[config.mk]
export PLATFORM = sky130hd
export DESIGN_NAME = lsu_mem_initiator
export DESIGN_NICKNAME = d
export VERILOG_FILES = /design/src/rtl/lsu_pkg.sv /design/src/rtl/lsu_lane_align.sv /design/src/rtl/lsu_mem_initiator.sv
export SDC_FILE = /design/constraint.sdc
export NUM_CORES = 1
export LEC_CHECK = 0
export BUFFER_PORTS_ARGS = -buffer_cell sky130_fd_sc_hd__buf_4
export CAP_MARGIN = 20
export CORE_ASPECT_RATIO = 0.9
export CORE_MARGIN = 8
export CORE_UTILIZATION = 45
export CTS_CLUSTER_SIZE = 10
export DETAILED_ROUTE_END_ITERATION = 6
export GPL_ROUTABILITY_DRIVEN = 0
export GPL_TIMING_DRIVEN = 0
export PLACE_DENSITY = 0.86
export SYNTH_ARGS = -nofsm -noshare
export SYNTH_HDL_FRONTEND = slang
export SYNTH_HIERARCHICAL = 1
export SYNTH_SLANG_ARGS = --single-unit
export TNS_END_PERCENT = 10
[constraint.sdc]
create_clock -name clock -period 2.1 [get_ports clock]
set_input_delay 0.42 -clock clock [delete_from_list [all_inputs] [get_ports clock]]
set_output_delay 0.42 -clock clock [all_outputs]
set_load 0.05 [all_outputs]
[src/rtl/lsu_pkg.sv]
// Shared types and helpers for the load/store memory initiator.
// Size encodings, FSM states and the alignment rule.
package lsu_pkg;

  localparam logic [1:0] SIZE_B = 2'd0;
  localparam logic [1:0] SIZE_H = 2'd1;
  localparam logic [1:0] SIZE_W = 2'd2;

  typedef enum logic [1:0] {
    S_IDLE,
    S_ACCESS,
    S_RESP
  } state_e;

  function automatic logic is_misaligned(
    input logic [1:0] size,
    input logic [1:0] off
  );
    return (size == SIZE_H && off[0])
        || (size == SIZE_W && off != 2'd0)
        || (size == 2'd3);
  endfunction

endpackage

[src/rtl/lsu_lane_align.sv]
// Byte-lane steering: store replication/mask and load
// shift with sign or zero extension.
module lsu_lane_align
  import lsu_pkg::*;
(
  input  logic [1:0]  size,
  input  logic [1:0]  off,
  input  logic        is_unsigned,
  input  logic [31:0] wdata,
  input  logic [31:0] rdata,
  output logic [31:0] wr_data,
  output logic [3:0]  wr_mask,
  output logic [31:0] ld_data
);

  logic [31:0] sh;

  always_comb begin
    sh      = rdata >> {off, 3'b000};
    wr_data = wdata;
    wr_mask = 4'h0;
    ld_data = sh;
    unique case (1'b1)
      (size == SIZE_B): begin
        wr_data = {4{wdata[7:0]}};
        wr_mask = 4'b0001 << off;
        ld_data = {{24{sh[7] & ~is_unsigned}}, sh[7:0]};
      end
      (size == SIZE_H): begin
        wr_data = {2{wdata[15:0]}};
        wr_mask = 4'b0011 << off;
        ld_data = {{16{sh[15] & ~is_unsigned}}, sh[15:0]};
      end
      (size == SIZE_W): begin
        wr_data = wdata;
        wr_mask = 4'hF;
        ld_data = sh;
      end
      default: begin
        wr_data = wdata;
        wr_mask = 4'h0;
        ld_data = sh;
      end
    endcase
  end

endmodule

[src/rtl/lsu_mem_initiator.sv]
// Single-outstanding load/store initiator driving the
// memory port; all outputs registered.
module lsu_mem_initiator
  import lsu_pkg::*;
#(
  parameter int MEM_LATENCY = 0,
  parameter int XLEN        = 32
) (
  input  logic            clock,
  input  logic            reset,
  input  logic            req_valid,
  output logic            req_ready,
  input  logic            req_write,
  input  logic [XLEN-1:0] req_addr,
  input  logic [XLEN-1:0] req_wdata,
  input  logic [1:0]      req_size,
  input  logic            req_unsigned,
  output logic            rsp_valid,
  input  logic            rsp_ready,
  output logic [XLEN-1:0] rsp_rdata,
  output logic            rsp_misaligned,
  output logic            mem_valid,
  output logic            mem_write_enable,
  output logic [XLEN-1:0] mem_write_addr,
  output logic [XLEN-1:0] mem_write_data,
  output logic [3:0]      mem_write_mask,
  output logic [XLEN-1:0] mem_read_addr,
  input  logic [XLEN-1:0] mem_read_data
);

  state_e      state;
  logic [3:0]  cnt;
  logic        wr_q;
  logic        uns_q;
  logic [1:0]  size_q;
  logic [1:0]  off_q;

  logic        idle;
  logic [31:0] al_wdata;
  logic [3:0]  al_mask;
  logic [31:0] al_rdata;

  assign idle = (state == S_IDLE);

  // Store lanes come from the live request, load lanes from the latch.
  lsu_lane_align u_align (
    .size        (idle ? req_size : size_q),
    .off         (idle ? req_addr[1:0] : off_q),
    .is_unsigned (uns_q),
    .wdata       (req_wdata),
    .rdata       (mem_read_data),
    .wr_data     (al_wdata),
    .wr_mask     (al_mask),
    .ld_data     (al_rdata)
  );

  always_ff @(posedge clock or negedge reset) begin
    if (!reset) begin
      state            <= S_IDLE;
      cnt              <= '0;
      wr_q             <= 1'b0;
      uns_q            <= 1'b0;
      size_q           <= '0;
      off_q            <= '0;
      req_ready        <= 1'b0;
      rsp_valid        <= 1'b0;
      rsp_rdata        <= '0;
      rsp_misaligned   <= 1'b0;
      mem_valid        <= 1'b0;
      mem_write_enable <= 1'b0;
      mem_write_addr   <= '0;
      mem_write_data   <= '0;
      mem_write_mask   <= '0;
      mem_read_addr    <= '0;
    end else begin
      unique case (state)
        S_IDLE: begin
          req_ready <= 1'b1;
          if (req_valid && req_ready) begin
            req_ready      <= 1'b0;
            wr_q           <= req_write;
            uns_q          <= req_unsigned;
            size_q         <= req_size;
            off_q          <= req_addr[1:0];
            mem_write_addr <= {req_addr[31:2], 2'b00};
            mem_read_addr  <= {req_addr[31:2], 2'b00};
            mem_write_data <= al_wdata;
            mem_write_mask <= al_mask;
            if (is_misaligned(req_size, req_addr[1:0])) begin
              state          <= S_RESP;
              rsp_valid      <= 1'b1;
              rsp_misaligned <= 1'b1;
              rsp_rdata      <= '0;
            end else begin
              state            <= S_ACCESS;
              cnt              <= 4'(MEM_LATENCY);
              mem_valid        <= 1'b1;
              mem_write_enable <= req_write;
            end
          end
        end
        S_ACCESS: begin
          mem_write_enable <= 1'b0;
          if (cnt == 4'd0) begin
            state          <= S_RESP;
            mem_valid      <= 1'b0;
            rsp_valid      <= 1'b1;
            rsp_misaligned <= 1'b0;
            rsp_rdata      <= wr_q ? '0 : al_rdata;
          end else begin
            cnt <= cnt - 4'd1;
          end
        end
        S_RESP: begin
          if (rsp_ready) begin
            state     <= S_IDLE;
            rsp_valid <= 1'b0;
            req_ready <= 1'b1;
          end
        end
        default: state <= S_IDLE;
      endcase
    end
  end

endmodule
Yosys cells after proc, flatten, opt, wreduce, memory -nomap -nowiden --
Cells that the tools add are included.
Word-level totals: bits in registers 115, input bits 104, output and inout port bits 137, logic and storage cells 90
Operators by class: add/subtract/negate cells 1, equal/unequal tests 13, shift-type cells 3, multiplexer cells 35, bitwise gates (word level) 3, reduce and logical (&&, ||, !) cells 20
Operators with widths (number):
- one-hot mux 32 bit (2 select lines) | 3
- 2-to-1 mux 32 bit | 4
- >> shifter 32 x 5 -> 32 bit | 1
- 2-to-1 mux 2 bit | 6
- 2-to-1 mux 4 bit | 3
- one-hot mux 4 bit (3 select lines) | 1
- AND reduction 4 bit | 3
- 2-to-1 mux 1 bit | 11
- == test 2 bit, second input constant | 4
- != test 2 bit, second input constant | 4
- one-hot mux 1 bit (2 select lines) | 4
- one-hot mux 4 bit (2 select lines) | 1
- == test 2 x 1 -> 1 bit, second input constant | 3
- one-hot mux 2 bit (3 select lines) | 1
- AND reduction 3 bit | 2
- nonzero test 2 bit | 3
- AND reduction 5 bit | 1
- zero test 2 bit | 2
- zero test 4 bit | 1
- != test 2 x 1 -> 1 bit, second input constant | 2
- AND reduction 2 bit | 2
- << shifter 1 x 2 -> 4 bit, first input constant | 1
- << shifter 2 x 2 -> 4 bit, first input constant | 1
- subtractor 4 x 1 -> 4 bit, second input constant | 1
- 6 further kinds | 10

Logic depth before layout (Yosys ltp) --
depth in word-level cells 8, mapped depth 10, gate-level depth less buffers 7

Hierarchy --
Netlist, hierarchy kept.
By module, submodules not included:
- lsu_mem_initiator | instances 1, cells an instance 536, area each 4982.3 um2, seq. area each 2877.8 um2
- lsu_lane_align | instances 1, cells an instance 196, area each 1291.2 um2, seq. area each 0.0 um2

Worst setup path before layout --
No wires, ideal clock.
path kind flip-flop to flip-flop, start register state[1], end register rsp_rdata[20], library setup time 0.124 ns, data arrival time 2.066 ns, data required time 1.976 ns, slack -0.090 ns, stages on the path, launching flop included 9, path buffers 1, clock period less this slack 2.190 ns, cell sequence dfrtp_1 > nor2_2 > mux2_1 > mux2_4 > a22oi_2 > buf_6 > nand3_1 > nand2_1 > mux2i_1
On the way: longest elaborated chain between the ends 8, elaborated cells on any way between the ends 18, classes of those cells eq/ne (5); shift (1); mux (6); bitwise (2); reduce/logical (4)
RTL lines:
- start, declared | RTL line lsu_mem_initiator.sv:31 | state_e state;
- start signal, assigned | RTL line lsu_mem_initiator.sv:59 | state <= S_IDLE;
- start signal, assigned | RTL line lsu_mem_initiator.sv:90 | state <= S_RESP;
- start signal, assigned | RTL line lsu_mem_initiator.sv:95 | state <= S_ACCESS;
- zero test 2 bit (*) | RTL line lsu_mem_initiator.sv:43 | assign idle = (state == S_IDLE);
- 2-to-1 mux 2 bit | RTL line lsu_mem_initiator.sv:48 | .off (idle ? req_addr[1:0] : off_q),
- >> shifter 32 x 5 -> 32 bit | RTL line lsu_lane_align.sv:19 | sh = rdata >> {off, 3'b000};
- bitwise AND 1 bit, on equally long branches | RTL line lsu_lane_align.sv:32, lsu_lane_align.sv:27
- one-hot mux 32 bit (2 select lines) (*) | RTL line lsu_lane_align.sv:23 | unique case (1'b1)
- net al_rdata[20] | RTL line lsu_mem_initiator.sv:41 | logic [31:0] al_rdata;
- 2-to-1 mux 32 bit (*) | RTL line lsu_mem_initiator.sv:109 | rsp_rdata <= wr_q ? '0 : al_rdata;
- 2-to-1 mux 32 bit (*) | RTL line lsu_mem_initiator.sv:104 | if (cnt == 4'd0) begin
- one-hot mux 32 bit (2 select lines) (*) | RTL line lsu_mem_initiator.sv:76 | unique case (state)
- end signal, assigned | RTL line lsu_mem_initiator.sv:109
- end, declared | RTL line lsu_mem_initiator.sv:20 | output logic [XLEN-1:0] rsp_rdata,
Mark *: on every way through the listed nets, which the timed path passes. The rest lies on a longest branch. The select of a mux whose other input is x is not followed. A chain may end at the register's enable or synchronous reset.

Worst setup path after layout --
start register state[1], end register rsp_rdata[25]
Same word-level chain as after synthesis.

==> impl_metrics.ini <==
[run_status]
outcome = finished with violations
violations = setup timing

[worst_setup_path]
critPathRequiredTime_ps = 2390
critPathBufInv = 1
cp_top_family = multiplexers
critPathSlowestCell = dfrtp_2
path_cells = nor2_4 -> mux2_4 -> mux2_4 -> a32oi_4 -> buf_6 -> nand3_1 -> nand2_1 -> mux2i_1
cp_max_fo = 10
crit_type = flip-flop to flip-flop
crit_path_end_kind = flip-flop
crit_arrival_ps = 2520
cpPeakStageDelay_ps = 430
critPathMostFrequentCell = mux2_4
critPathLaunchType = flip-flop

[floorplan]
io_pins = 241
fp.dieW_um = 140.5
die_h_um = 128.0
dieArea_um2 = 17980
rows = 41
initial_utilization = 0.4546
core_um2 = 13800

[cells_and_area]
layout-drive-gt1-share = 0.3903
final_nets = 1105
fillCellCount = 1140
syn_to_final_growth_pct = 44.58
diodes = 0
final_core_util = 0.6573
fin_cells = 1184

[drt]
drc = 0
wl_met3_um = 1922
wl_per_cell_um = 16.82
viasPerCell = 4.954
initialDrtViolationCount = 292
num_vias = 5865
ant_nets = 0
first_pass_iters = 5
wl_met1_um = 8036
highest_layer = met4
routed_wl_um = 19920
dr_wl_met2_um = 9622

[sta]
slew_headroom = 0.6385
finalSetupTns_ps = -2212
period_needed_ps = 2237
finalMaxSlewViolations = 0
worst_pin_slew_ps = 542.2
hold_viol_final = 0
grt_setup_unrepaired = true
setup_ws_ps = -137.3
setup_violations = 30
fin_crit_sh = 1.065
max_freq_mhz = 447.0
finClkSkew_ps = 6.787

[cts]
path_clk_slew_ps = 50
clk_path_buf_depth = 2
clk-insertion-delay-late_ps = 410
htreeDepth = 4
cts_buffers = 17
tritoncts = built
cts.sinks = 115
cts_root_buf = clkbuf_16

[grt]
grt_start_max_net_pins = 61
grt_pass1_vias = 5937
grt_pass1_wl_um = 30670
grt-ovfl-total = 0
grt_usage = 0.2176
antenna_found_initial = 0

[run]
cap_viol_max_count = 0

[yosys]
ys.flop_type = dfrtp_1
synth_top_area_frac = 0.4587
ys_top_cells_by_count = 305 x nand2_1, 115 x dfrtp_1, 50 x mux2i_1
syn_area_um2 = 6274
synth-edff-count = 0
synth.area.top_cells = dfrtp_1 46%, nand2_1 18%, mux2i_1 8.0%
ys_warn_count = 6
syn-mean-instance-area_um2 = 8.570
yosysSeqAreaShare = 0.4587
yosysUniqueCellTypes = 45
async_flop_share = 1.000
synth_most_common_cell = nand2_1
synth-seq-cells = 115
netlist_instances = 732
synth_top_cell_by_area = dfrtp_1

[placement]
place_inst = 1144
dp_slack_ps = -416.2
dp_hpwl_um = 15190
portBuffers = 236

[power_and_ir_drop]
total_power_mw = 18.26
ir_drop_uv = 1008
powerDensity_nw_per_um2 = 2013
p_leak_nw = 4.994

[min_path]
hold_class = input pin to flip-flop
-- through the flow --
stage	area [um2]	hold WS, ps
5_1_grt	9070	185.7
4_1_cts	9005	179.0
3_5_place_dp	8328	424.9
6_report	9070	194.6
2_1_floorplan	6310	124.4
3_3_place_gp	8297	449.9
-- what timing repair did --
action	4_1_cts	5_1_grt
setup buffers	5	4
gates cloned	0	0
pin swaps	3	5
endpoints found under the setup margin	45	46
endpoints found under the hold margin	46	0
gates resized for setup	11	18
hold buffers	1	0
-- cell type report --
| class | instances | area (um2) | share of cell area |
|---|---|---|---|
| Buffer | 81 | 560.5 | 0.06180 |
| Multi-Input combinational cell | 502 | 2806 | 0.3094 |
| Sequential cell | 115 | 2880 | 0.3176 |
| Clock inverter | 3 | 65.06 | 0.007173 |
| Tap cell | 172 | 215.2 | 0.02373 |
| Inverter | 35 | 131.4 | 0.01448 |
| Clock buffer | 29 | 530.5 | 0.05849 |
| Timing Repair Buffer | 247 | 1881 | 0.2073 |
-- tightest hold or removal path: cells and delay by family --
kind | cells | cell delay, ps
buffers and inverters | 1 | 70
AND/OR/NAND/NOR | 2 | 80
-- power breakdown --
group | leakage (nW) | switching [mW] | internal [mW]
Sequential | 1.47 | 0.658 | 3.19
Clock | 0.292 | 0.971 | 1.94
Combinational | 3.23 | 7.62 | 3.88
-- cell usage in the layout (no fill, tap or decap), drive strengths merged --
master / count
buf: 322
nand2: 305
dfrtp: 115
mux2i: 50
inv: 35
clkbuf: 34
mux2: 23
nand3: 18
nor2: 17
a21oi: 16
o21ai: 15
nor2b: 12
a2bb2oi: 7
a211oi: 7
conb: 4
nand2b: 3
nor3: 2
o22ai: 2
or2: 2
o21bai: 2
ha: 2
bufinv: 2
a22oi: 2
a32oi: 2
a221oi: 2
or4: 1
o2bb2ai: 1
a22o: 1
o21a: 1
clkinv: 1
dlygate4sd3: 1
o31ai: 1
nor4: 1
nor3b: 1
nor4b: 1
and4b: 1
-- final timing paths --
| kind | startpoint | to | slack, ps | cells past startpoint |
|---|---|---|---|---|
| setup / recovery | state[1] | rsp_rdata[25] | -140 | 8 |
| hold / removal | req_addr[13] | mem_write_addr[13] | 190 | 3 |
| setup reg to reg | state[1] | rsp_rdata[25] | -140 | 8 |
| hold reg to reg | mem_write_mask[0] | mem_write_mask[0] | 470 | 2 |
| max in group asynchronous | reset | state[0] | 850 | 3 |
| min in group asynchronous | reset | mem_write_data[16] | 540 | 2 |
-- logic make-up (layout without fill, tap and decap cells) --
kind of cell | count (synthesis) | count (layout) | share of synthesized area
AND/OR/NAND/NOR | 364 | 364 | 0.2367
other | 1 | 4 | 0.0005978
multiplexers | 73 | 73 | 0.1217
adder cells (fa/ha/maj) | 2 | 2 | 0.003988
flip-flops | 115 | 115 | 0.4587
AO/OA/AOI/OAI | 59 | 59 | 0.06921
buffers and inverters | 118 | 395 | 0.1091
-- layer usage --
layer,vias up,track usage
li1,2835,-
met4,0,0.06061
met1,2774,0.2543
met3,26,0.09233
met2,230,0.3603
met5,-,0
-- registers in the layout, indices dropped and copies added (netlist names), 2 cells and up --
signal and cells:
rsp_rdata 32, off_q 2, size_q 2, state 2, cnt 4, mem_write_mask 4
mem_write_addr 30, mem_write_data 32
Note: power is estimated with default switching activity, not from simulation.
